### src/rtl/alu_seq_pkg.sv
// Shared opcode encodings and control-state type for the sequential ALU/register-file datapath.
package alu_seq_pkg;

    localparam logic [3:0] OP_ADDI = 4'b0000;
    localparam logic [3:0] OP_ADD  = 4'b0001;
    localparam logic [3:0] OP_MUL  = 4'b0010;
    localparam logic [3:0] OP_SRA  = 4'b0011;
    localparam logic [3:0] OP_AND  = 4'b0100;
    localparam logic [3:0] OP_OR   = 4'b0101;
    localparam logic [3:0] OP_NOT  = 4'b0110;
    localparam logic [3:0] OP_XOR  = 4'b0111;
    localparam logic [3:0] OP_LW   = 4'b1000;
    localparam logic [3:0] OP_SW   = 4'b1001;
    localparam logic [3:0] OP_SLT  = 4'b1010;
    localparam logic [3:0] OP_SLTI = 4'b1011;
    localparam logic [3:0] OP_SLL  = 4'b1100;
    localparam logic [3:0] OP_SRL  = 4'b1101;
    localparam logic [3:0] OP_SUB  = 4'b1110;
    localparam logic [3:0] OP_JMP  = 4'b1111;

    typedef enum logic {
        S_IDLE = 1'b0,
        S_MUL  = 1'b1
    } state_e;

endpackage

### src/rtl/mul_seq.sv
// Shift-add multiplier: one multiplier bit per cycle, WIDTH cycles per product.
// `product` is the accumulator including the current partial term, valid to write when `last`.
module mul_seq #(
    parameter int unsigned WIDTH = 8
) (
    input  logic             clk,
    input  logic             rst,
    input  logic             start,
    input  logic [WIDTH-1:0] a,
    input  logic [WIDTH-1:0] b,
    output logic             busy,
    output logic             last,
    output logic [WIDTH-1:0] product
);

    localparam int unsigned CW = $clog2(WIDTH);

    logic [WIDTH-1:0] mcand_q;
    logic [WIDTH-1:0] mplier_q;
    logic [WIDTH-1:0] acc_q;
    logic [CW-1:0]    cnt_q;
    logic             busy_q;

    always_comb begin
        product = acc_q + (mplier_q[0] ? mcand_q : '0);
        busy    = busy_q;
        last    = busy_q && (cnt_q == CW'(WIDTH - 1));
    end

    always_ff @(posedge clk) begin
        if (rst) begin
            mcand_q  <= '0;
            mplier_q <= '0;
            acc_q    <= '0;
            cnt_q    <= '0;
            busy_q   <= 1'b0;
        end else if (start) begin
            mcand_q  <= a;
            mplier_q <= b;
            acc_q    <= '0;
            cnt_q    <= '0;
            busy_q   <= 1'b1;
        end else if (busy_q) begin
            // Only the low WIDTH product bits are kept, so the multiplicand shifts within WIDTH.
            acc_q    <= product;
            mcand_q  <= mcand_q << 1;
            mplier_q <= mplier_q >> 1;
            cnt_q    <= cnt_q + CW'(1);
            if (last) begin
                busy_q <= 1'b0;
            end
        end
    end

endmodule

### src/rtl/alu_regfile_seq.sv
// Register file, single-cycle ALU, flags and address output, with a multi-cycle MUL
// handled by mul_seq under a two-state issue FSM.
module alu_regfile_seq
    import alu_seq_pkg::*;
#(
    parameter int unsigned WIDTH = 8,
    parameter int unsigned NREGS = 4,
    localparam int unsigned RW = $clog2(NREGS)
) (
    input  logic                   clk,
    input  logic                   rst,
    input  logic                   en,
    input  logic [3:0]             opcode,
    input  logic [RW-1:0]          rd,
    input  logic [RW-1:0]          ra,
    input  logic [WIDTH-1:0]       c,
    input  logic [WIDTH-1:0]       din,
    output logic [NREGS*WIDTH-1:0] regs,
    output logic [WIDTH-1:0]       radr,
    output logic                   flag_z,
    output logic                   flag_c,
    output logic                   ready,
    output logic                   done
);

    logic [WIDTH-1:0] regs_q [NREGS];
    logic             flag_z_q, flag_c_q, done_q;
    logic [RW-1:0]    mul_rd_q;
    state_e           state_q, state_d;

    logic             issue, mul_start, mul_busy, mul_last, mul_fin;
    logic [WIDTH-1:0] op_a, op_b, alu_res, mul_product;
    logic [WIDTH:0]   sum, diff;
    logic             alu_we, alu_flags;

    assign op_a = regs_q[ra];
    assign op_b = regs_q[c[RW-1:0]];

    always_ff @(posedge clk) begin
        if (rst) state_q <= S_IDLE;
        else     state_q <= state_d;
    end

    always_comb begin
        state_d = state_q;
        unique case (state_q)
            S_IDLE: if (en && opcode == OP_MUL) state_d = S_MUL;
            S_MUL:  if (mul_busy && mul_last)  state_d = S_IDLE;
            default: state_d = S_IDLE;
        endcase
    end

    always_comb begin
        ready     = (state_q == S_IDLE);
        issue     = en && ready;
        mul_start = issue && (opcode == OP_MUL);
        mul_fin   = (state_q == S_MUL) && mul_busy && mul_last;
    end

    mul_seq #(
        .WIDTH(WIDTH)
    ) u_mul (
        .clk    (clk),
        .rst    (rst),
        .start  (mul_start),
        .a      (op_a),
        .b      (op_b),
        .busy   (mul_busy),
        .last   (mul_last),
        .product(mul_product)
    );

    always_comb begin
        sum       = {1'b0, op_a} + {1'b0, (opcode == OP_ADDI) ? c : op_b};
        diff      = {1'b0, op_a} - {1'b0, op_b};
        alu_res   = '0;
        alu_we    = issue;
        alu_flags = 1'b0;
        case (opcode)
            OP_ADDI, OP_ADD: begin alu_res = sum[WIDTH-1:0];  alu_flags = issue; end
            OP_SUB:          begin alu_res = diff[WIDTH-1:0]; alu_flags = issue; end
            OP_SRA:  alu_res = WIDTH'($signed(op_a) >>> op_b);
            OP_AND:  alu_res = op_a & op_b;
            OP_OR:   alu_res = op_a | op_b;
            OP_NOT:  alu_res = ~op_a;
            OP_XOR:  alu_res = op_a ^ op_b;
            OP_LW:   alu_res = din;
            OP_SLT:  alu_res = WIDTH'(op_a < op_b);
            OP_SLTI: alu_res = WIDTH'(op_a < c);
            OP_SLL:  alu_res = op_a << op_b;
            OP_SRL:  alu_res = op_a >> op_b;
            default: alu_we  = 1'b0;
        endcase
    end

    always_ff @(posedge clk) begin
        if (rst) begin
            for (int i = 0; i < int'(NREGS); i++) regs_q[i] <= '0;
            flag_z_q <= 1'b0;
            flag_c_q <= 1'b0;
            mul_rd_q <= '0;
            done_q   <= 1'b0;
        end else begin
            done_q <= mul_fin;
            if (mul_start) mul_rd_q <= rd;
            if (mul_fin) begin
                regs_q[mul_rd_q] <= mul_product;
            end else if (alu_we) begin
                regs_q[rd] <= alu_res;
            end
            if (alu_flags) begin
                // SUB reports carry as "no borrow".
                flag_c_q <= (opcode == OP_SUB) ? ~diff[WIDTH] : sum[WIDTH];
                flag_z_q <= (alu_res == '0);
            end
        end
    end

    always_comb begin
        regs = '0;
        for (int i = 0; i < int'(NREGS); i++) regs[i*WIDTH +: WIDTH] = regs_q[i];
        flag_z = flag_z_q;
        flag_c = flag_c_q;
        done   = done_q;
        radr   = WIDTH'(1);
        if (rst) begin
            radr = '0;
        end else if (issue && (opcode == OP_LW || opcode == OP_SW || opcode == OP_JMP)) begin
            radr = op_a + c;
        end
    end

endmodule

### config.mk
export PLATFORM = sky130hd
export DESIGN_NAME = alu_regfile_seq
export DESIGN_NICKNAME = d
export VERILOG_FILES = /design/src/rtl/alu_seq_pkg.sv /design/src/rtl/mul_seq.sv /design/src/rtl/alu_regfile_seq.sv
export SDC_FILE = /design/constraint.sdc
export NUM_CORES = 1
export LEC_CHECK = 0
export ABC_CLOCK_PERIOD_IN_PS = 5700
export BUFFER_PORTS_ARGS = -buffer_cell sky130_fd_sc_hd__buf_2
export CAP_MARGIN = 20
export CORE_ASPECT_RATIO = 1.4
export CORE_UTILIZATION = 35
export CTS_BUF_LIST = sky130_fd_sc_hd__clkbuf_2
export CTS_CLUSTER_SIZE = 14
export DETAILED_ROUTE_END_ITERATION = 16
export PLACE_DENSITY = 0.62
export SYNTH_ARGS = -nofsm -noshare
export SYNTH_HDL_FRONTEND = slang
export SYNTH_SLANG_ARGS = --single-unit
export TNS_END_PERCENT = 50
### constraint.sdc
create_clock -name clk -period 5.7 [get_ports clk]
set_input_delay 0.57 -clock clk [delete_from_list [all_inputs] [get_ports clk]]
set_output_delay 0.57 -clock clk [all_outputs]
set_load 0.03 [all_outputs]
==> results.md <==
* LEAKAGE at between 2 and 3 nW
* Nets at around 860
* Layout cell share with drive strength beyond 1 at between 15 and 20%
* Setup ws final at about 1200 ps
* Clk buf depth at 2
* Largest delay share family, worst path: compound AO/OA/AOI/OAI gates
* Worst-margin pin slew at between 800 and 900 ps
* Area delta synth->final at 10.7%
* First-pass detailed-route iteration total at 6
* Largest net degree at the start of global routing at 33
* DR vias at between 5000 and 6000
* Worst Setup End Kind: register
* Mean Syn Cell Area at about 8.5 um2
* Fin Hold WS at 295 ps
* Post-CTS repair timing setup buffer count at 0
* Die area at ~18000 um2
* Final Routed Wirelength at about 21 mm
* Critical path class: input port to register
* # clock sinks at between 60 and 70
* CTS Buf Count at 9
* Seq/Total Area, Yosys at between 20% and 30%
* Post-synth EDFFs at 32
* Final global-route overflow total at 0
* Post-synth top area cell: edfxtp_1
* Latest clock arrival within the worst-skew pair at between 500 and 600 ps
* Synth Instances at 722
* Req. time, crit path at around 6100 ps
* Final Max Tran Viols at 0
* Worst Hold Class: input port to register
* Reg2reg setup slack at ~1200 ps
* Synth Register Bits at 66
* DIE HEIGHT at about 160 um
* FF/Latch Area at 1640 um2
* Arrival time at the worst endpoint at 4970 ps
* Worst rel slew slack at approximately two fifths
* Slowest stage delay, CP at about 840 ps
* Post-synth net total at 810
* YS warnings at 0
* Final core utilization at roughly two fifths
* Starting DRT DRC Count at roughly 520
* Hold Fails Final Rpt at 0
* Crit path max-delay cell type: mux4_1
* CP bufs+invs at 2
* DR DRC count at 0
* Ys async rst share at 0%
* Die Wd at approximately 110 um
* Crit start category: input port
* Detail Placement HPWL at 16.1 mm
* Final period utilization at 79.4%
* PD cells at between 150 and 200 nW/um2
* Worst clock skew at between 30 and 40 ps
* IR drop worst, VDD at about 150 uV
* Setup tns final at 0 ps
* Crit path max fanout at 13
* Initial antenna violation count at 1
* IO buf count at 70
* Unrepaired setup endpoints after global routing: false
* Root Driver: clkbuf_2
* Core area at between 15000 and 20000 um2
* Core Rows at 57
* CTS tree: built
* CTS hold repair buffers at 0
* Status: finished, final reports clean
* ANT nets after route at 0
* Fillers at approximately 1800
* Gr usage total at between 20% and 30%
* Crit-path cells: buf_2 > mux4_1 > inv_1 > o21ai_0 > ha_1 > and3_1 > a2111oi_0 > xnor2_1 > a22oi_1 > nand4_1 > or3_1 > or4_1 > o31ai_2
* GPL Wtd Cong at around 1.0
* Synth Flop Type: dfxtp_1
* Num ports at between 70 and 80
* Final Cell Area at between 6000 and 7000 um2
* Yosys top cell area share at between 10% and 20%
* CTS resizes at 0
* Initial cell density of the core at 35.6%
* Tmin final at 4530 ps
* Htree depth at 3
* DR vias/cell at about 5.7
* Wirelength per Cell at 20.9 um
* Multi-input gate area at about 4200 um2
* Placed inst area at 6710 um2
* Maxcap violations at 0
* Max Freq at 221 MHz
* Distinct cells, synth at 70
* Mapped Area at between 6000 and 7000 um2
* Vias in the first global route at between 5000 and 6000
* Finish-stage setup viols at 0
* Clock slew at reported path FFs at 170 ps
* First-pass GRT wire length at around 33 mm
* Leading post-synthesis cells by cell area: edfxtp_1, ha_1, dfxtp_1
* Pre-CTS setup slack at 764 ps
[sequential cells by signal, indices dropped and copies added (netlist names)]
| register | flops |
|---|---|
| u_mul.acc_q | 8 |
| state_q | 1 |
| u_mul.mplier_q | 8 |
| flag_z | 1 |
| u_mul.busy | 1 |
| flag_c | 1 |
| mul_rd_q | 2 |
| u_mul.mcand_q | 8 |
| u_mul.cnt_q | 3 |
| regs_q | 32 |
| done | 1 |
[cell type report]
type                            count  area share [%]
Inverter                           48            2.64
Clock buffer                       10           0.734
Tap cell                          236            4.33
Antenna cell                        1          0.0367
Clock inverter                      6           0.825
Multi-Input combinational cell    565            61.0
Sequential cell                    66            24.1
Timing Repair Buffer               81            6.35
[cell usage after synthesis, drive strengths merged (15+ instances only)]
| master | count |
|---|---|
| o21ai | 41 |
| edfxtp | 32 |
| a211oi | 21 |
| dfxtp | 34 |
| mux4 | 15 |
| nor3 | 15 |
| inv | 45 |
| a21oi | 45 |
| nor2b | 17 |
| nand2 | 48 |
| clkbuf | 30 |
| ha | 57 |
| nor2 | 82 |
| mux2i | 42 |
[cells in the final DEF (no fill, tap or decap), drive strengths merged, types with 17 or more instances in the layout]
cell type and instances:
inv 47, mux2i 42, a21oi 45, a211oi 21
nand2 48, buf 81, nor2 82, dfxtp 34
o21ai 41, nor2b 17, edfxtp 32, ha 57
[power breakdown]
group          switching [mW]  internal (mW)
logic                   0.342          0.188
registers              0.0142          0.516
clock network           0.173          0.101
total                   0.529          0.805
[metrics by stage]
| step | power (mW) | std cells |
|---|---|---|
| finish | 1.33 | 1013 |
| global route | 1.41 | 1013 |
| CTS | 1.33 | 1011 |
| detailed placement | 1.06 | 995 |
| global placement | 1.06 | 995 |
| floorplan | 0.911 | 722 |
[cell families (layout without fill, tap and decap cells)]
logic type	Yosys count	after routing	synth area share [%]
multiplexers	64	64	13.7
AO/OA/AOI/OAI	185	185	19.5
adder cells (fa/ha/maj)	61	61	12.9
buffers and inverters	91	145	5.95
other	0	1	0
XOR/XNOR	18	18	2.56
flip-flops	66	66	26.6
AND/OR/NAND/NOR	237	237	18.8
[routing by layer]
metal	track usage, %	vias to the layer above	part of all wire [%]
met1	27.6	2758	39
met2	41.1	252	50
met5	0	-	0
li1	-	2728	-
met4	14.9	0	5.5
met3	2.32	70	5.6
[tightest hold or removal path: cells and delay by family]
| family | cells | cell delay [ps] |
|---|---|---|
| buffers and inverters | 1 | 110 |
| and+or+nand+nor | 1 | 50 |
| AOI/OAI and AO/OA | 1 | 50 |
[path summary, 6_finish.rpt]
check | start | to | depth (start not counted)
setup / recovery | c[0] | flag_z | 13
hold / removal | rd[0] | mul_rd_q[0] | 3
setup reg to reg | regs_q[1][2] | flag_z | 12
hold reg to reg | flag_c | flag_c | 2
Note: power is estimated with default switching activity, not from simulation.
